<file path="src/rtl/pkt_pkg.sv">
// Shared constants, FSM state type and the bytewise CRC-8 helper for packet_builder.
package pkt_pkg;

  localparam logic [3:0] OP0 = 4'd0;
  localparam logic [3:0] OP1 = 4'd1;
  localparam logic [3:0] OP2 = 4'd2;

  localparam logic [7:0]  CRC_POLY      = 8'h07;
  localparam int unsigned MAX_PAYLOAD   = 16;
  localparam int unsigned HDR_LEN       = 2;
  localparam int unsigned CRC_LEN       = 1;
  localparam int unsigned MAX_OUT_BYTES = 19;

  typedef enum logic [1:0] {
    StIdle,
    StRead,
    StWrite,
    StDone
  } state_e;

  // MSB-first, no reflection, no final XOR.
  function automatic logic [7:0] crc8_update(input logic [7:0] crc, input logic [7:0] data);
    logic [7:0] c;
    c = crc ^ data;
    for (int i = 0; i < 8; i++) begin
      c = c[7] ? ((c << 1) ^ CRC_POLY) : (c << 1);
    end
    return c;
  endfunction

endpackage

</file>
<file path="src/rtl/packet_builder_if.sv">
// Command, status, read-channel and write-channel signals of packet_builder.
interface packet_builder_if;
  logic        start;
  logic [3:0]  byte_cnt;
  logic [3:0]  data_sel;
  logic [7:0]  pkt_id;
  logic        busy;
  logic        done;
  logic [31:0] rdata;
  logic        rvalid;
  logic        rlast;
  logic        rready;
  logic [31:0] wdata;
  logic        wvalid;
  logic        wlast;
  logic        wready;
  logic        err;

  modport master (
    input  start, byte_cnt, data_sel, pkt_id, rdata, rvalid, rlast, wready,
    output busy, done, rready, wdata, wvalid, wlast, err
  );

  modport slave (
    output start, byte_cnt, data_sel, pkt_id, rdata, rvalid, rlast, wready,
    input  busy, done, rready, wdata, wvalid, wlast, err
  );
endinterface

</file>
<file path="src/rtl/crc8_word.sv">
// Combinational CRC-8 update over the low nbytes_i lanes (lane 0 first) of a 32-bit word.
module crc8_word
  import pkt_pkg::*;
(
  input  logic [7:0]  crc_i,
  input  logic [31:0] data_i,
  input  logic [2:0]  nbytes_i,
  output logic [7:0]  crc_o
);

  always_comb begin
    crc_o = crc_i;
    for (int k = 0; k < 4; k++) begin
      if (3'(k) < nbytes_i) crc_o = crc8_update(crc_o, data_i[8*k +: 8]);
    end
  end

endmodule

</file>
<file path="src/rtl/packet_builder.sv">
// Reads a payload, emits {hdr0, hdr1, payload, crc8} packed 4 bytes/beat.
// Optional rlast cross-check enabled by macro PB_RLAST_CHECK_EN.
module packet_builder
  import pkt_pkg::*;
(
  input logic            clk,
  input logic            reset,
  packet_builder_if.master bus
);

  state_e      state_q, state_d;
  logic [3:0]  cnt_q, cnt_d;
  logic [3:0]  sel_q, sel_d;
  logic [4:0]  idx_q, idx_d;
  logic [2:0]  wbeat_q, wbeat_d;
  logic [7:0]  crc_q, crc_d;
  logic [7:0]  pkt_buf_q [MAX_OUT_BYTES];
  logic [7:0]  pkt_buf_d [MAX_OUT_BYTES];

  logic [2:0]  bpb;
  logic [4:0]  rem;
  logic [2:0]  nbytes;
  logic        last_beat;
  logic [5:0]  idx_sum;
  logic [7:0]  crc_word;
  logic [4:0]  total;
  logic [4:0]  widx;

  always_comb begin
    unique case (sel_q)
      OP0:     bpb = 3'd1;
      OP1:     bpb = 3'd2;
      default: bpb = 3'd4;
    endcase
    // Payload bytes still owed: (cnt+1) - (idx-HDR_LEN).
    rem       = 5'(cnt_q) + 5'd3 - idx_q;
    last_beat = (rem <= 5'(bpb));
    nbytes    = last_beat ? rem[2:0] : bpb;
    idx_sum   = {1'b0, idx_q} + {3'b000, nbytes};
    total     = 5'(cnt_q) + 5'd4;
  end

  crc8_word u_crc8_word (
    .crc_i   (crc_q),
    .data_i  (bus.rdata),
    .nbytes_i(nbytes),
    .crc_o   (crc_word)
  );

`ifdef PB_RLAST_CHECK_EN
  logic err_q, err_d;
  assign bus.err = err_q;
`else
  logic unused_rlast;
  assign unused_rlast = bus.rlast;
  assign bus.err      = 1'b0;
`endif

  always_comb begin
    state_d    = state_q;
    cnt_d      = cnt_q;
    sel_d      = sel_q;
    idx_d      = idx_q;
    wbeat_d    = wbeat_q;
    crc_d      = crc_q;
    pkt_buf_d  = pkt_buf_q;
    widx       = '0;
`ifdef PB_RLAST_CHECK_EN
    err_d      = err_q;
`endif
    bus.busy   = 1'b0;
    bus.done   = 1'b0;
    bus.rready = 1'b0;
    bus.wvalid = 1'b0;
    bus.wlast  = 1'b0;
    bus.wdata  = '0;

    unique case (state_q)
      StIdle: begin
        if (bus.start) begin
          state_d      = StRead;
          cnt_d        = bus.byte_cnt;
          sel_d        = bus.data_sel;
          idx_d        = 5'(HDR_LEN);
          pkt_buf_d[0] = {bus.data_sel, bus.byte_cnt};
          pkt_buf_d[1] = bus.pkt_id;
          crc_d        = crc8_update(crc8_update(8'h00, {bus.data_sel, bus.byte_cnt}),
                                     bus.pkt_id);
        end
      end
      StRead: begin
        bus.busy   = 1'b1;
        bus.rready = 1'b1;
        if (bus.rvalid) begin
          for (int k = 0; k < 4; k++) begin
            if (3'(k) < nbytes) pkt_buf_d[idx_q + 5'(k)] = bus.rdata[8*k +: 8];
          end
          crc_d = crc_word;
          idx_d = (idx_sum > 6'(MAX_OUT_BYTES)) ? 5'(MAX_OUT_BYTES) : idx_sum[4:0];
`ifdef PB_RLAST_CHECK_EN
          if (bus.rlast != last_beat) err_d = 1'b1;
`endif
          if (last_beat) begin
            pkt_buf_d[5'(cnt_q) + 5'd3] = crc_word;
            wbeat_d = '0;
            state_d = StWrite;
          end
        end
      end
      StWrite: begin
        bus.busy   = 1'b1;
        bus.wvalid = 1'b1;
        bus.wlast  = (({2'b00, wbeat_q} + 5'd1) == ((5'(cnt_q) + 5'd7) >> 2));
        // Lanes at or past the packet length read as zero, not stale buffer contents.
        for (int l = 0; l < 4; l++) begin
          widx = {wbeat_q, 2'b00} + 5'(l);
          if (widx < total) bus.wdata[8*l +: 8] = pkt_buf_q[widx];
        end
        if (bus.wready) begin
          if (bus.wlast) state_d = StDone;
          else           wbeat_d = wbeat_q + 3'd1;
        end
      end
      StDone: begin
        bus.done = 1'b1;
        state_d  = StIdle;
      end
      default: state_d = StIdle;
    endcase
  end

  always_ff @(posedge clk) begin
    if (reset) begin
      state_q <= StIdle;
      cnt_q   <= '0;
      sel_q   <= '0;
      idx_q   <= '0;
      wbeat_q <= '0;
      crc_q   <= '0;
      for (int i = 0; i < int'(MAX_OUT_BYTES); i++) pkt_buf_q[i] <= '0;
`ifdef PB_RLAST_CHECK_EN
      err_q   <= 1'b0;
`endif
    end else begin
      state_q   <= state_d;
      cnt_q     <= cnt_d;
      sel_q     <= sel_d;
      idx_q     <= idx_d;
      wbeat_q   <= wbeat_d;
      crc_q     <= crc_d;
      pkt_buf_q <= pkt_buf_d;
`ifdef PB_RLAST_CHECK_EN
      err_q     <= err_d;
`endif
    end
  end

endmodule

</file>
<file path="src/flat_wrapper.sv">
// flat-port wrapper written by rule: the top's interface ports become plain ports
module packet_builder_flat import pkt_pkg::*;
  (clk, reset, bus_start, bus_byte_cnt, bus_data_sel, bus_pkt_id, bus_rdata, bus_rvalid, bus_rlast, bus_wready, bus_busy, bus_done, bus_rready, bus_wdata, bus_wvalid, bus_wlast, bus_err);
  packet_builder_if bus_i ();
  input logic clk;
  input logic reset;
  input wire logic [$bits(bus_i.start)-1:0] bus_start;
  input wire logic [$bits(bus_i.byte_cnt)-1:0] bus_byte_cnt;
  input wire logic [$bits(bus_i.data_sel)-1:0] bus_data_sel;
  input wire logic [$bits(bus_i.pkt_id)-1:0] bus_pkt_id;
  input wire logic [$bits(bus_i.rdata)-1:0] bus_rdata;
  input wire logic [$bits(bus_i.rvalid)-1:0] bus_rvalid;
  input wire logic [$bits(bus_i.rlast)-1:0] bus_rlast;
  input wire logic [$bits(bus_i.wready)-1:0] bus_wready;
  output wire logic [$bits(bus_i.busy)-1:0] bus_busy;
  output wire logic [$bits(bus_i.done)-1:0] bus_done;
  output wire logic [$bits(bus_i.rready)-1:0] bus_rready;
  output wire logic [$bits(bus_i.wdata)-1:0] bus_wdata;
  output wire logic [$bits(bus_i.wvalid)-1:0] bus_wvalid;
  output wire logic [$bits(bus_i.wlast)-1:0] bus_wlast;
  output wire logic [$bits(bus_i.err)-1:0] bus_err;
  assign bus_i.start = bus_start;
  assign bus_i.byte_cnt = bus_byte_cnt;
  assign bus_i.data_sel = bus_data_sel;
  assign bus_i.pkt_id = bus_pkt_id;
  assign bus_i.rdata = bus_rdata;
  assign bus_i.rvalid = bus_rvalid;
  assign bus_i.rlast = bus_rlast;
  assign bus_i.wready = bus_wready;
  assign bus_busy = bus_i.busy;
  assign bus_done = bus_i.done;
  assign bus_rready = bus_i.rready;
  assign bus_wdata = bus_i.wdata;
  assign bus_wvalid = bus_i.wvalid;
  assign bus_wlast = bus_i.wlast;
  assign bus_err = bus_i.err;
  packet_builder u_core (.clk(clk), .reset(reset), .bus(bus_i));
endmodule
</file>
<file path="config.mk">
export PLATFORM = sky130hd
export DESIGN_NAME = packet_builder_flat
export DESIGN_NICKNAME = d
export VERILOG_FILES = /design/src/rtl/pkt_pkg.sv /design/src/rtl/packet_builder_if.sv /design/src/rtl/crc8_word.sv /design/src/rtl/packet_builder.sv /design/src/flat_wrapper.sv
export SDC_FILE = /design/constraint.sdc
export NUM_CORES = 1
export LEC_CHECK = 0
export CORE_MARGIN = 2
export CORE_UTILIZATION = 39
export DETAILED_ROUTE_END_ITERATION = 16
export PLACE_DENSITY = 0.52
export SETUP_SLACK_MARGIN = 0.02
export SYNTH_ARGS = -nofsm -noshare
export SYNTH_HDL_FRONTEND = slang
export SYNTH_SLANG_ARGS = --single-unit
</file>
<file path="constraint.sdc">
create_clock -name clk -period 16.45 [get_ports clk]
set_clock_uncertainty 0.1 [all_clocks]
set_input_delay 3.29 -clock clk [delete_from_list [all_inputs] [get_ports clk]]
set_output_delay 3.29 -clock clk [all_outputs]
set_load 0.01 [all_outputs]
</file>
==> qor.yml <==
status:
  outcome: "complete, no violations"
job:
  cap_violations: 0
routing:
  drc_errors: 0
  dr.pass1.iters: 6
  wire_per_inst_um: 28.8
  wl_um: 92600
  drtIter0Drc: 2561
  ant_nets: 0
  vias: 21200
  vias_per_cell: 6.61
place:
  hpwl_um: 57700
  numPortBuffers: 89
  globalplace.congestion: 1.00
clock_tree:
  clock_latency_ns: 0.52
  numCtsBuffers: 17
  cts-root-buf: "clkbuf_16"
  postCtsHoldBufs: 0
  cts_resized: 0
  ctsLongestPathBuffers: 2
  clock_sinks: 178
  h-tree-depth: 4
  path_clk_slew_ns: 0.07
  cts_tree: "done"
  post-cts-setup-buffers: 0
global_routing:
  grt_overflow: 0
  antenna_found_initial: 2
  grt_max_degree: 90
  grt_pass1_wl_um: 135000
  track_usage: 0.366
  grt_pass1_vias: 20100
sta:
  hold_violations: 0
  fin_crit_sh: 0.556
  rsz0062_at_grt: "false"
  relSlewSlack: 0.125
  tightestPinTransition_ns: 1.30
  finalSetupTns_ns: 0
  setup_viol_count_final: 0
  max_freq_mhz: 109
  slew_viol_final: 0
  post-route-min-period_ns: 9.14
worst_setup_path:
  r2r_slack_ns: 8.43
  cp_max_fo: 16
  critPathTopFamily: "XOR/XNOR gates"
  worst_path_largest_cell_delay_ns: 0.91
  crit_top_cell: "xnor2_1"
  cp.buffers_inverters: 4
  cp_data_required_time_ns: 16.78
  path_cells: "clkdlybuf4s50_1, buf_4, inv_1, xnor2_1, xnor2_1, o31a_1, xnor3_1, xnor2_1, nor2_2, xnor3_1, mux2i_1, xnor2_1, xnor3_1, mux2i_1, xnor2_2, buf_4, nand2_1, a311oi_1"
  arrival_ns: 9.48
  cp-start-kind: "input pin"
  cp_slowest_cell: "xnor2_2"
  criticalPathCategory: "input pin to flip-flop"
  crit_path_end_kind: "flip-flop"
synth:
  netlist_area_um2: 18800
  synth_nets: 2728
  postSynthCellCount: 2645
  synthAdderAreaFrac: 0.0201
  synth-seq-cells: 178
  yosysSeqAreaShare: 0.189
  syn_avg_cell_area_um2: 7.11
  synth-xor-area-share: 0.0961
  async_flop_share: 0
  ys_types: 74
  ys_warn_count: 0
  yosys.area_share.simple: 0.209
  ys.flop_type: "dfxtp_1"
  synth-edff-count: 0
  muxShareOfSynthArea: 0.162
  synth_top_family_by_area: "compound AO/OA/AOI/OAI gates"
  synth_compound_area_frac: 0.267
floorplanning:
  die_area_um2: 50000
  die_h_um: 224
  core-area_um2: 47600
  io_pins: 92
  fp.dieW_um: 224
  fp-row-count: 80
  start_util: 0.395
layout:
  drive_above_1_share: 0.0786
  num-fill-cells: 4866
  syn2layout_area_growth_pct: 10.8
  fin_nets: 2665
min_path:
  hp-class: "flip-flop to flip-flop"
## layout by cell type (no fill, tap or decap), types with 17 or more instances in the layout
cell	instances
inv_1	26
clkdlybuf4s50_1	84
xnor2_1	101
a21oi_1	315
mux2i_1	229
dfxtp_1	176
ha_1	27
clkbuf_16	17
o21ai_0	155
mux4_2	32
nand3_1	46
a211oi_1	212
buf_4	76
xor2_1	40
nor3_1	115
nand2_1	193
nor2_1	468
a31oi_1	20
## worst reg2reg max path: cells and delay by family (launching register included)
| kind | cells | cell delay [ns] |
|---|---|---|
| fa+ha+maj | 3 | 1.11 |
| compound gates | 5 | 0.92 |
| simple gates | 2 | 0.18 |
| xor+xnor | 8 | 3.76 |
| flops | 1 | 0.61 |
| mux | 2 | 0.51 |
| buf+inv | 3 | 0.75 |
## layer usage
metal	GRT usage	up-vias	share of wire
met1	0.468	10100	0.40
met3	0.0704	372	0.093
met5	0	-	0.00057
li1	-	9405	-
met2	0.563	1360	0.43
met4	0.242	2	0.071
## cells in the mapped netlist (10+ instances only)
master    number  share of area
inv_1         27         0.0054
a21oi_1      315          0.084
a211oi_1     212          0.085
nor2b_1       12         0.0040
buf_1         11         0.0022
o21ai_0      155          0.041
nand3_1       46          0.012
dfxtp_1      178           0.19
clkbuf_1     222          0.044
nor3_1       123          0.033
and3_1        13         0.0043
nand2_1      194          0.039
mux4_2        32          0.038
mux2i_1      229           0.12
xnor3_1       16          0.019
o211ai_1      10         0.0040
a221oi_1      13         0.0061
xnor2_1      104          0.048
nor2_1       469          0.094
a31oi_1       20         0.0067
ha_1          27          0.018
xor2_1        42          0.020
a211oi_2      10         0.0067
## per-stage QoR
step	area (µm²)	hold WS, ns	instances	setup WS, ns	util
floorplan	18800	0.349	2645	9.18	-
global placement	20200	0.363	3178	7.00	0.423
detailed placement	20200	0.372	3178	6.97	0.423
CTS	20800	0.384	3210	7.50	0.437
global route	20800	0.420	3210	7.31	0.437
finish	20800	0.387	3211	7.31	0.437
## state kept, by name, summed over array words and instances, names as in the netlist
register / count
u_core.crc_q: 8
u_core.pkt_buf_q: 152
u_core.idx_q: 5
u_core.wbeat_q: 3
u_core.sel_q: 4
u_core.cnt_q: 4
u_core.state_q: 2
## cell families after synthesis
group / Yosys count
simple gates: 916
compound gates: 812
buf+inv: 275
mux: 263
flops: 178
xor+xnor: 171
fa+ha+maj: 29
other cells: 1
## area by class of cell
cell class	instances	area (µm²)	area share
multi-input cells	2192	14300	0.685
flip-flops and latches	178	3570	0.171
repair buffers	164	1430	0.0687
well taps	615	769	0.0369
clock buffers	21	480	0.0231
clock inverters	11	196	0.00943
inverters	29	109	0.00522
diodes	1	2.50	0.000120
## worst paths after layout
check,start,to,cells past startpoint
min,u_core.sel_q[2]$_SDFFE_PP0P_,u_core.sel_q[2]$_SDFFE_PP0P_,2
max reg2reg,u_core.cnt_q[1]$_SDFFE_PP0P_,u_core.pkt_buf_q[67]$_SDFFE_PP0P_,23
max,bus_rdata[4],u_core.pkt_buf_q[67]$_SDFFE_PP0P_,18
min reg2reg,u_core.sel_q[2]$_SDFFE_PP0P_,u_core.sel_q[2]$_SDFFE_PP0P_,2
Power is not shown: default switching activity piles up to over one toggle a cycle in this logic, so the estimate is an artifact.
